===== src/rtl/demux1hot_pkg.sv =====
// demux1hot_pkg: one-hot select helpers shared by the demux and the one-hot mux benches.
// Selects up to 32 bits wide; callers zero-extend narrower selects.
package demux1hot_pkg;
  function automatic bit is_onehot(input logic [31:0] v);
    return (v != '0) && ((v & (v - 32'd1)) == '0);
  endfunction
  function automatic logic [4:0] onehot_to_idx(input logic [31:0] v);
    logic [4:0] idx;
    idx = '0;
    for (int i = 0; i < 32; i++) if (v[i]) idx = 5'(i);
    return idx;
  endfunction
endpackage


===== src/rtl/demux1hot_slot.sv =====
// demux1hot_slot: one-entry register slice; a load wins over a drain in the same cycle.
module demux1hot_slot #(
  parameter int WIDTH = 8
)(
  input  logic             clk,
  input  logic             rst_n,
  input  logic             ld,
  input  logic [WIDTH-1:0] d,
  input  logic             rdy,
  output logic             vld,
  output logic [WIDTH-1:0] q
);
  always_ff @(posedge clk or negedge rst_n) begin
    if (!rst_n) begin
      vld <= 1'b0;
      q   <= '0;
    end else begin
      if (ld) q <= d;
      vld <= ld | (vld & ~rdy);
    end
  end
endmodule


===== src/rtl/demux1hot_stream.sv =====
// demux1hot_stream: one-hot stream demultiplexer with a register slot per output.
// Define DEMUX1HOT_ERR_CNT_EN to add the saturating err_cnt of dropped illegal-select beats.
module demux1hot_stream
  import demux1hot_pkg::*;
#(
  parameter int OUTPUTS = 4,
  parameter int WIDTH   = 8
`ifdef DEMUX1HOT_ERR_CNT_EN
  , parameter int CNT_W = 16
`endif
)(
  input  logic                     clk,
  input  logic                     rst_n,
  input  logic                     in_valid,
  output logic                     in_ready,
  input  logic [WIDTH-1:0]         in_data,
  input  logic [OUTPUTS-1:0]       in_sel,
  output logic [OUTPUTS-1:0]       out_valid,
  input  logic [OUTPUTS-1:0]       out_ready,
  output logic [WIDTH*OUTPUTS-1:0] out_data,
  output logic                     err_illegal_sel
`ifdef DEMUX1HOT_ERR_CNT_EN
  , output logic [CNT_W-1:0]       err_cnt
`endif
);
  logic [OUTPUTS-1:0] free, load;
  logic legal;
  always_comb begin
    free     = ~out_valid | out_ready;
    legal    = is_onehot(32'(in_sel));
    in_ready = !in_valid ? |free : legal ? |(in_sel & free) : 1'b1;
    load     = (in_valid && legal) ? (in_sel & free) : '0;
  end
  for (genvar k = 0; k < OUTPUTS; k++) begin : g_slot
    demux1hot_slot #(.WIDTH(WIDTH)) u_slot (
      .clk  (clk),
      .rst_n(rst_n),
      .ld   (load[k]),
      .d    (in_data),
      .rdy  (out_ready[k]),
      .vld  (out_valid[k]),
      .q    (out_data[k*WIDTH +: WIDTH])
    );
  end
  // Illegal beats are always consumed, so in_valid alone marks the drop.
  always_ff @(posedge clk or negedge rst_n) begin
    if (!rst_n) err_illegal_sel <= 1'b0;
    else        err_illegal_sel <= in_valid & ~legal;
  end
`ifdef DEMUX1HOT_ERR_CNT_EN
  always_ff @(posedge clk or negedge rst_n) begin
    if (!rst_n)                                err_cnt <= '0;
    else if (in_valid && !legal && ~&err_cnt)  err_cnt <= err_cnt + 1'b1;
  end
`endif
endmodule


===== config.mk =====
export PLATFORM = sky130hd
export DESIGN_NAME = demux1hot_stream
export DESIGN_NICKNAME = d
export VERILOG_FILES = /design/src/rtl/demux1hot_pkg.sv /design/src/rtl/demux1hot_slot.sv /design/src/rtl/demux1hot_stream.sv
export SDC_FILE = /design/constraint.sdc
export NUM_CORES = 1
export LEC_CHECK = 0
export BUFFER_PORTS_ARGS = -buffer_cell sky130_fd_sc_hd__buf_2
export CAP_MARGIN = 20
export CORE_MARGIN = 5
export CORE_UTILIZATION = 40
export CTS_BUF_LIST = sky130_fd_sc_hd__clkbuf_8
export CTS_CLUSTER_DIAMETER = 150
export DETAILED_ROUTE_END_ITERATION = 10
export PLACE_DENSITY = 0.67
export SLEW_MARGIN = 15
export SYNTH_ARGS = -nofsm -noshare
export SYNTH_HDL_FRONTEND = slang
export SYNTH_SLANG_ARGS = --single-unit
export TNS_END_PERCENT = 1

===== constraint.sdc =====
create_clock -name clk -period 2.7 [get_ports clk]
set_input_delay 0.135 -clock clk [delete_from_list [all_inputs] [get_ports clk]]
set_output_delay 0.135 -clock clk [all_outputs]
set_load 0.01 [all_outputs]

==> results of run 1 <==
[how the worst max path moves through the flow]
stage	cells after the start	start	end
3_3_place_gp	5	in_sel[1]	g_slot[1].u_slot.q[6]
4_1_cts	5	g_slot[1].u_slot.vld	in_ready
3_5_place_dp	5	in_sel[1]	g_slot[1].u_slot.q[6]
6_report	5	g_slot[1].u_slot.vld	in_ready
2_1_floorplan	4	in_sel[1]	g_slot[1].u_slot.q[5]
5_1_grt	5	g_slot[1].u_slot.vld	in_ready
[cells by family (layout without fill, tap and decap cells)]
logic type	after synthesis	after routing	synth area share, %
buf+inv	6	66	2.48
compound gates	4	4	3.20
mux	32	32	24.0
simple gates	17	17	10.5
flops	37	37	59.2
xor+xnor	1	1	0.561
[routing by layer]
layer	routed length, µm	vias up
met5	0	-
met4	39	0
met3	437	4
met2	1510	52
met1	1390	518
li1	-	461
[metrics by stage]
stage | instance area [µm²] | hold slack (ns) | total power [mW]
5_1_grt | 1990 | 0.113 | 1.81
6_report | 1990 | 0.127 | 1.70
2_1_floorplan | 1560 | -0.161 | 1.02
3_5_place_dp | 1870 | 0.271 | 1.24
3_3_place_gp | 1870 | 0.263 | 1.22
4_1_cts | 1990 | 0.120 | 1.72
[final cells by class]
class | instances | share of cell area [%]
repair buffers | 57 | 14.6
inverters | 1 | 0.188
clock inverters | 2 | 1.69
multi-input cells | 54 | 30.0
clock buffers | 6 | 4.14
flip-flops and latches | 37 | 46.4
well taps | 48 | 3.01
[power groups by stage]
stage	logic (mW)	clock network [mW]	registers [mW]
final	0.447	0.481	0.773
after detailed placement	0.454	0	0.782
after global routing	0.486	0.532	0.793
after CTS	0.456	0.493	0.774
after floorplan	0.172	0	0.846
after global placement	0.445	0	0.774
[cell usage in the layout, fill, tap and decap left out, types with 2 or more instances in the layout]
cell,netlist,layout
buf_2,0,56
dfrtp_1,37,37
mux2_2,28,28
clkbuf_8,0,6
nand2b_1,4,4
nand4_4,4,4
nand2_1,4,4
mux2_4,4,4
nor2_1,2,2
inv_1,1,2
[sequential cells by signal, summed over array words and instances (netlist names)]
signal	flops
g_slot.u_slot.vld	4
g_slot.u_slot.q	32
err_illegal_sel	1
[what timing repair did]
item                                    in CTS  in global routing
hold endpoints to repair                    37                  0
hold buffers                                 1                  0
endpoints found under the setup margin       0                  0
[critical path, cell delays in order, from the launching register on]
cell,delay [ns]
dfrtp_1,0.35
nand2b_1,0.15
or4_1,0.54
nor2_1,0.10
a31oi_1,0.05
buf_2,0.17
==> impl_metrics.toml, run 1 <==
[status]
status = "completed"

[clock_tree]
clockRootBuffer = "clkbuf_8"
postCtsResizedCells = 0
cts_setup_buffers = 0
cts.sinks = 37
cts_tree = "yes"
clock_latency_ns = 0.28
cts_max_level = 2
numCtsBuffers = 5
cts.path.max_buffers = 2
clkSlewWorstSetupHoldPaths_ns = 0.07

[cells_and_area]
fillers = 340
drive_above_1_share_pct = 64.3
instances_no_fill = 205
area_delta_synth_final_pct = 27.6
n_antenna_cell = 0
register_area_um2 = 926
multiInputGateArea_um2 = 598
finalCoreUtilization_pct = 53.7
layout.nets = 175

[power]
ir_worst_vdd_v = 0.000601
netSwitchingPower_uw = 472
swShare_pct = 27.7
power_report.internal_total_mw = 1.23
p_per_area_nw_per_um2 = 852
leakagePower_nw = 0.986
comb_power_share_pct = 26.3
seq_power_share_pct = 45.5
clockPowerShare_pct = 28.3

[synthesis]
synth_cells = 97
postSynthAreaPerCell_um2 = 16.1
netlist_area_um2 = 1560
synth_top_area_cell = "dfrtp_1"
async_flop_share_pct = 100
synth.area.top_cells = "dfrtp_1 59%, mux2_2 20%, nand4_4 5.4%, mux2_4 3.8%, buf_4 1.9%"
synth_warnings = 0
synth_top_cells_by_count = "37 x dfrtp_1, 28 x mux2_2"
yosysMostFrequentCell = "dfrtp_1"
syn_nets = 116
synth-seq-cells = 37
synth_top_area_share_pct = 59.2
seq_area_frac_synth_pct = 59.2
synth-edff-count = 0
synth-main-ff-cell = "dfrtp_1"
synth.distinct_cells = 18

[floorplan]
start_util_pct = 42.1
coreArea_um2 = 3720
die-area_um2 = 5260
chipWidth_um = 72.5
rows = 22
die_h_um = 72.5
ios = 57

[routing]
vias_per_cell = 5.05
drt_iter0_drc = 39
dr.pass1.iters = 4
routedWlPerCell_um = 16.4
wl_mm = 3.37
vias = 1035
postRouteAntennaNets = 0
drc = 0

[timing]
max_freq_mhz = 565
timing.final.crit_share_pct = 65.5
fin_tns_setup_ns = 0
skew_ns = 0.00734
min_period_ns = 1.77
setup_ws_ns = 0.931
hold_violations = 0
tightestPinTransition_ns = 0.808
setup_violations = 0
slew_headroom_pct = 46.1
rsz0062_at_grt = "false"
drv_slew = 0

[placement]
gp_congestion = 0.882
pre_cts_slack_ns = 0.825
dpl.cell_count = 196
io_buffers = 56

[worst_setup_path]
arrival_ns = 1.63
required_ns = 2.57
critPathMaxFanout = 4
r2r_cells = 3
reg2reg_from = "g_slot[1].u_slot.vld"
start_kind = "flop"
rr_endpoint = "g_slot[1].u_slot.q[6]"
end_kind = "output port"
crit_type = "flop to output port"
r2r_slack_ns = 1.37

[global_route]
track_usage_pct = 13.9
busiest_layer = "met2"
met2_usage_pct = 21.0
grt_pass1_wl_mm = 5.59
grt_start_max_net_pins = 38
grtUsageMet1_pct = 17.0
grt_use_met3_pct = 8.17
antenna_found_initial = 0
overflow = 0
grt_pass1_vias = 1148

[worst_hold_path]
worstHoldStart = "in_data[7]"
hp-class = "input pin to flop"
hold_end = "g_slot[3].u_slot.q[7]"
holdPathStages = 2

[flow_run]
cap_viol_max_count = 0
(Power assumes the default switching activity.)
==> inputs of run 2 (changes only) <==
--- a/config.mk
+++ b/config.mk
@@ -12,7 +12,7 @@
 export CTS_BUF_LIST = sky130_fd_sc_hd__clkbuf_8
 export CTS_CLUSTER_DIAMETER = 150
 export DETAILED_ROUTE_END_ITERATION = 10
-export PLACE_DENSITY = 0.67
+export PLACE_DENSITY = 0.69
 export SLEW_MARGIN = 15
 export SYNTH_ARGS = -nofsm -noshare
 export SYNTH_HDL_FRONTEND = slang
==> constraint.sdc (replaced) <==
create_clock -name clk -period 1.56 [get_ports clk]
set_input_delay 0.078 -clock clk [delete_from_list [all_inputs] [get_ports clk]]
set_output_delay 0.078 -clock clk [all_outputs]
set_load 0.01 [all_outputs]
==> impl_metrics.toml, run 2 (same netlist as run 1, synthesis figures left out) <==
[status]
status = "finished, violations left"
violations = "setup timing"

[global_route]
grt_pass1_vias = 1178
grt_pass1_wl_mm = 5.65
overflow = 0
grt_start_max_net_pins = 38
antenna_found_initial = 0
track_usage_pct = 14.2

[worst_hold_path]
hp-class = "input pin to flop"
hold_end = "g_slot[2].u_slot.q[3]"
worstHoldStart = "in_data[3]"
holdPathStages = 2

[floorplan]
start_util_pct = 42.1
die-area_um2 = 5260
rows = 22
ios = 57
coreArea_um2 = 3720
chipWidth_um = 72.5
die_h_um = 72.5

[timing]
min_period_ns = 1.65
timing.final.crit_share_pct = 106
max_freq_mhz = 607
tightestPinTransition_ns = 0.565
slew_headroom_pct = 62.2
setup_ws_ns = -0.0883
rsz0062_at_grt = "true"
drv_slew = 0
fin_tns_setup_ns = -0.0883
skew_ns = 0.00714
hold_violations = 0
whs_ns = 0.0646
setup_violations = 1

[placement]
pre_cts_slack_ns = -0.206
dpl.hpwl_mm = 2.41
dpl.cell_count = 202
gp_congestion = 0.881
io_buffers = 56

[worst_setup_path]
crit_slowest_cell = "or4_1"
arrival_ns = 1.57
reg2reg_from = "g_slot[0].u_slot.vld"
critPathMaxFanout = 2
rr_endpoint = "g_slot[0].u_slot.q[6]"
start_kind = "flop"
required_ns = 1.48
cp_cell_sequence = "nand2b_4 -> or4_1 -> nor2_1 -> a31oi_1 -> buf_2"
end_kind = "output port"
r2r_slack_ns = 0.15
critical_path.top_delay_family = "simple AND/OR/NAND/NOR gates"
crit_type = "flop to output port"
r2r_cells = 5
critPathMaxStageDelay_ns = 0.52
crit_buf_inv = 1

[clock_tree]
cts_max_level = 2
clockRootBuffer = "clkbuf_8"
numCtsBuffers = 5
cts.sinks = 37
cts.path.max_buffers = 2
clkSlewWorstSetupHoldPaths_ns = 0.07
clock_latency_ns = 0.29
cts_tree = "yes"

[routing]
vias_per_cell = 5.07
dr.pass1.iters = 2
drt_iter0_drc = 38
routedWlPerCell_um = 16.3
wl_mm = 3.49
postRouteAntennaNets = 0
drc = 0
vias = 1091

[cells_and_area]
reg.largest.list = "g_slot.u_slot.q: 32 flops, g_slot.u_slot.vld: 4 flops, err_illegal_sel: 1 flops"
drive_above_1_share_pct = 67.7
n_antenna_cell = 0
final_common_cell = "buf_2"
largest_register_ffs = 32
area_delta_synth_final_pct = 31.9
instances_no_fill = 215
mostFrequentLayoutCells = "56 x buf_2, 37 x dfrtp_1, 28 x mux2_2"
layout.nets = 185
max_flop_register = "g_slot.u_slot.q"

[power]
p_total_mw = 2.75
ir_worst_vdd_v = 0.000780
p_per_area_nw_per_um2 = 1330
leakagePower_nw = 1.04

[flow_run]
cap_viol_max_count = 0
[run 2: worst max-delay path by stage]
| stage | startpoint | endpoint | slack [ns] | cells past startpoint |
|---|---|---|---|---|
| final | g_slot[0].u_slot.vld | in_ready | -0.09 | 5 |
| after global routing | g_slot[1].u_slot.vld | in_ready | -0.16 | 5 |
| after CTS | g_slot[0].u_slot.vld | in_ready | -0.09 | 5 |
| after detailed placement | in_sel[2] | g_slot[1].u_slot.q[5] | -0.21 | 5 |
| after global placement | in_sel[2] | g_slot[1].u_slot.q[6] | -0.18 | 5 |
| after floorplan | in_sel[1] | g_slot[1].u_slot.q[5] | 0.06 | 4 |
[run 2: worst reg2reg max path, delay by kind of cell, from the launching register on]
| family | cells | cell delay [ns] |
|---|---|---|
| DFF | 1 | 0.40 |
| muxes | 1 | 0.36 |
| buffers and inverters | 2 | 0.28 |
| and+or+nand+nor | 2 | 0.25 |
[run 2: repair_timing]
item / 4_1_cts / 5_1_grt
resized for setup: 3 / 1
setup endpoints to repair: 1 / 1
pin swaps: 2 / 1
hold endpoints to repair: 37 / 0
setup buffers: 4 / 0
hold buffers: 1 / 0
[run 2: final cells by class]
| class | count | area [µm²] |
|---|---|---|
| Fill cell | 325 | 1650 |
| Sequential cell | 37 | 926 |
| Multi-Input combinational cell | 54 | 627 |
| Timing Repair Buffer | 67 | 365 |
| Clock buffer | 5 | 68.8 |
| Tap cell | 48 | 60.1 |
| Clock inverter | 3 | 11.3 |
| Inverter | 1 | 3.75 |
[run 2: power by group]
group	switching [mW]	internal [mW]
Clock	0.310	0.297
Sequential	0.131	1.21
Combinational	0.374	0.421
[run 2: routing by layer]
layer  global-route usage, %  up-vias  routed length [µm]  part of all wire (%)
met2                    22.6       48                1710                    49
met4                    6.56        0                  55                   1.6
met1                    17.4      555                1430                    41
met3                    4.99        5                 301                   8.6
met5                       0        -                   0                     0
li1                        -      483                   -                     -
[run 2: per-stage QoR]
stage,util [%],cell area [µm²]
after floorplan,-,1560
after detailed placement,51.5,1910
after CTS,55.3,2060
after global routing,55.5,2060
final,55.5,2060
after global placement,51.5,1910
==> inputs of run 3 (changes only) <==
--- a/config.mk
+++ b/config.mk
@@ -13,6 +13,7 @@
 export CTS_CLUSTER_DIAMETER = 150
 export DETAILED_ROUTE_END_ITERATION = 10
 export PLACE_DENSITY = 0.69
+export RECOVER_POWER = 100
 export SLEW_MARGIN = 15
 export SYNTH_ARGS = -nofsm -noshare
 export SYNTH_HDL_FRONTEND = slang
==> constraint.sdc (replaced) <==
create_clock -name clk -period 1.56 [get_ports clk]
set_input_delay 0.078 -clock clk [delete_from_list [all_inputs] [get_ports clk]]
set_output_delay 0.078 -clock clk [all_outputs]
set_load 0.02 [all_outputs]
==> impl_metrics.toml, run 3 (same netlist as run 1, synthesis figures left out) <==
[routing]
routedWlPerCell_um = 16.1
drc = 0
drt_iter0_drc = 38
vias = 1077
postRouteAntennaNets = 0
vias_per_cell = 5.01
wl_mm = 3.46
dr.pass1.iters = 4

[floorplan]
chipWidth_um = 72.5
die-area_um2 = 5260
coreArea_um2 = 3720
rows = 22
start_util_pct = 42.1
die_h_um = 72.5
ios = 57

[cells_and_area]
mostFrequentLayoutCells = "37 x dfrtp_1, 36 x clkbuf_1, 28 x mux2_2"
max_flop_register = "g_slot.u_slot.q"
fin_area_um2 = 2020
fillers = 351
reg.largest.list = "g_slot.u_slot.q: 32 flops, g_slot.u_slot.vld: 4 flops, err_illegal_sel: 1 flops"
drive_above_1_share_pct = 46.1
area_delta_synth_final_pct = 29.1
largest_register_ffs = 32
n_antenna_cell = 0
layout.nets = 185
instances_no_fill = 215
final_common_cell = "dfrtp_1"

[flow_run]
cap_viol_max_count = 0

[clock_tree]
clkSlewWorstSetupHoldPaths_ns = 0.07
cts_tree = "yes"
cts_max_level = 2
cts.path.max_buffers = 2
clockRootBuffer = "clkbuf_8"
numCtsBuffers = 5
cts.sinks = 37
clock_latency_ns = 0.29

[timing]
min_period_ns = 1.67
timing.final.crit_share_pct = 107
rsz0062_at_grt = "true"
hold_violations = 0
whs_ns = 0.0615
slew_headroom_pct = 41.8
setup_violations = 1
drv_slew = 0
skew_ns = 0.00651
fin_tns_setup_ns = -0.112
setup_ws_ns = -0.112
max_freq_mhz = 598
tightestPinTransition_ns = 0.872

[status]
violations = "setup timing"
status = "finished, violations left"

[worst_setup_path]
cp_cell_sequence = "nand2b_4 -> or4_1 -> nor2_1 -> a31oi_1 -> buf_4"
critPathMaxFanout = 2
crit_slowest_cell = "or4_1"
crit_type = "flop to output port"
start_kind = "flop"
end_kind = "output port"
required_ns = 1.48
critPathMaxStageDelay_ns = 0.51
r2r_slack_ns = 0.16
r2r_cells = 5
arrival_ns = 1.59
reg2reg_from = "g_slot[0].u_slot.vld"
rr_endpoint = "g_slot[0].u_slot.q[6]"

[power]
p_total_mw = 2.88
ir_worst_vdd_v = 0.000793
p_per_area_nw_per_um2 = 1430
leakagePower_nw = 0.929

[placement]
io_buffers = 56
gp_congestion = 0.881
post_dp_cell_area_um2 = 1910
dpl.hpwl_mm = 2.41
dpl.cell_count = 202

[worst_hold_path]
holdPathStages = 2
worstHoldStart = "in_data[3]"
hp-class = "input pin to flop"
hold_end = "g_slot[2].u_slot.q[3]"

[global_route]
antenna_found_initial = 0
grt_pass1_vias = 1178
grt_pass1_wl_mm = 5.65
overflow = 0
track_usage_pct = 14.2
grt_start_max_net_pins = 38
==> run 3: where the power goes <==
| group | internal [mW] | total (mW) | switching, mW |
|---|---|---|---|
| registers | 1.21 | 1.35 | 0.137 |
| logic | 0.351 | 0.921 | 0.570 |
| clock network | 0.297 | 0.607 | 0.310 |
| total | 1.86 | 2.88 | 1.02 |
==> run 3: layout make-up <==
type	instances	area, µm²	share of cell area [%]
Clock buffer	5	68.8	3.41
Tap cell	48	60.1	2.98
Timing Repair Buffer	67	320	15.9
Inverter	1	3.75	0.186
Clock inverter	3	11.3	0.558
Sequential cell	37	926	45.9
Multi-Input combinational cell	54	627	31.1
==> run 3: worst max-delay path: cells and delay by family, from the launching register on <==
kind | cells | cell delay [ns]
buf+inv | 1 | 0.17
simple gates | 3 | 0.68
flops | 1 | 0.41
compound gates | 1 | 0.05
==> run 3: through the flow <==
step / setup slack (ns) / util (%)
2_1_floorplan: 0.0627 / -
3_3_place_gp: -0.183 / 51.5
4_1_cts: -0.112 / 55.4
6_report: -0.112 / 54.3
5_1_grt: -0.181 / 54.3
3_5_place_dp: -0.206 / 51.5
==> run 3: repair_timing <==
| item | 4_1_cts | 5_1_grt |
|---|---|---|
| gates resized for setup | 4 | 1 |
| pin swaps | 2 | 1 |
| endpoints found under the hold margin | 37 | 0 |
| setup buffers | 4 | 0 |
| endpoints found under the setup margin | 1 | 1 |
| hold buffers | 1 | 0 |
==> run 3: routing by layer <==
| layer | wire length, µm | share of wire, % | global-route usage (%) | vias to the layer above |
|---|---|---|---|---|
| met5 | 0 | 0 | 0 | - |
| met4 | 76 | 2.2 | 6.56 | 0 |
| met3 | 301 | 8.7 | 4.99 | 7 |
| met2 | 1710 | 49 | 22.6 | 44 |
| met1 | 1370 | 40 | 17.4 | 544 |
| li1 | - | - | - | 482 |
==> run 3: how the worst max path moves through the flow <==
stage | start | endpoint | slack [ns] | cells past startpoint
floorplan | in_sel[1] | g_slot[1].u_slot.q[5] | 0.06 | 4
global placement | in_sel[2] | g_slot[1].u_slot.q[6] | -0.18 | 5
detailed placement | in_sel[2] | g_slot[1].u_slot.q[5] | -0.21 | 5
CTS | g_slot[0].u_slot.vld | in_ready | -0.11 | 5
global route | g_slot[1].u_slot.vld | in_ready | -0.18 | 5
finish | g_slot[0].u_slot.vld | in_ready | -0.11 | 5
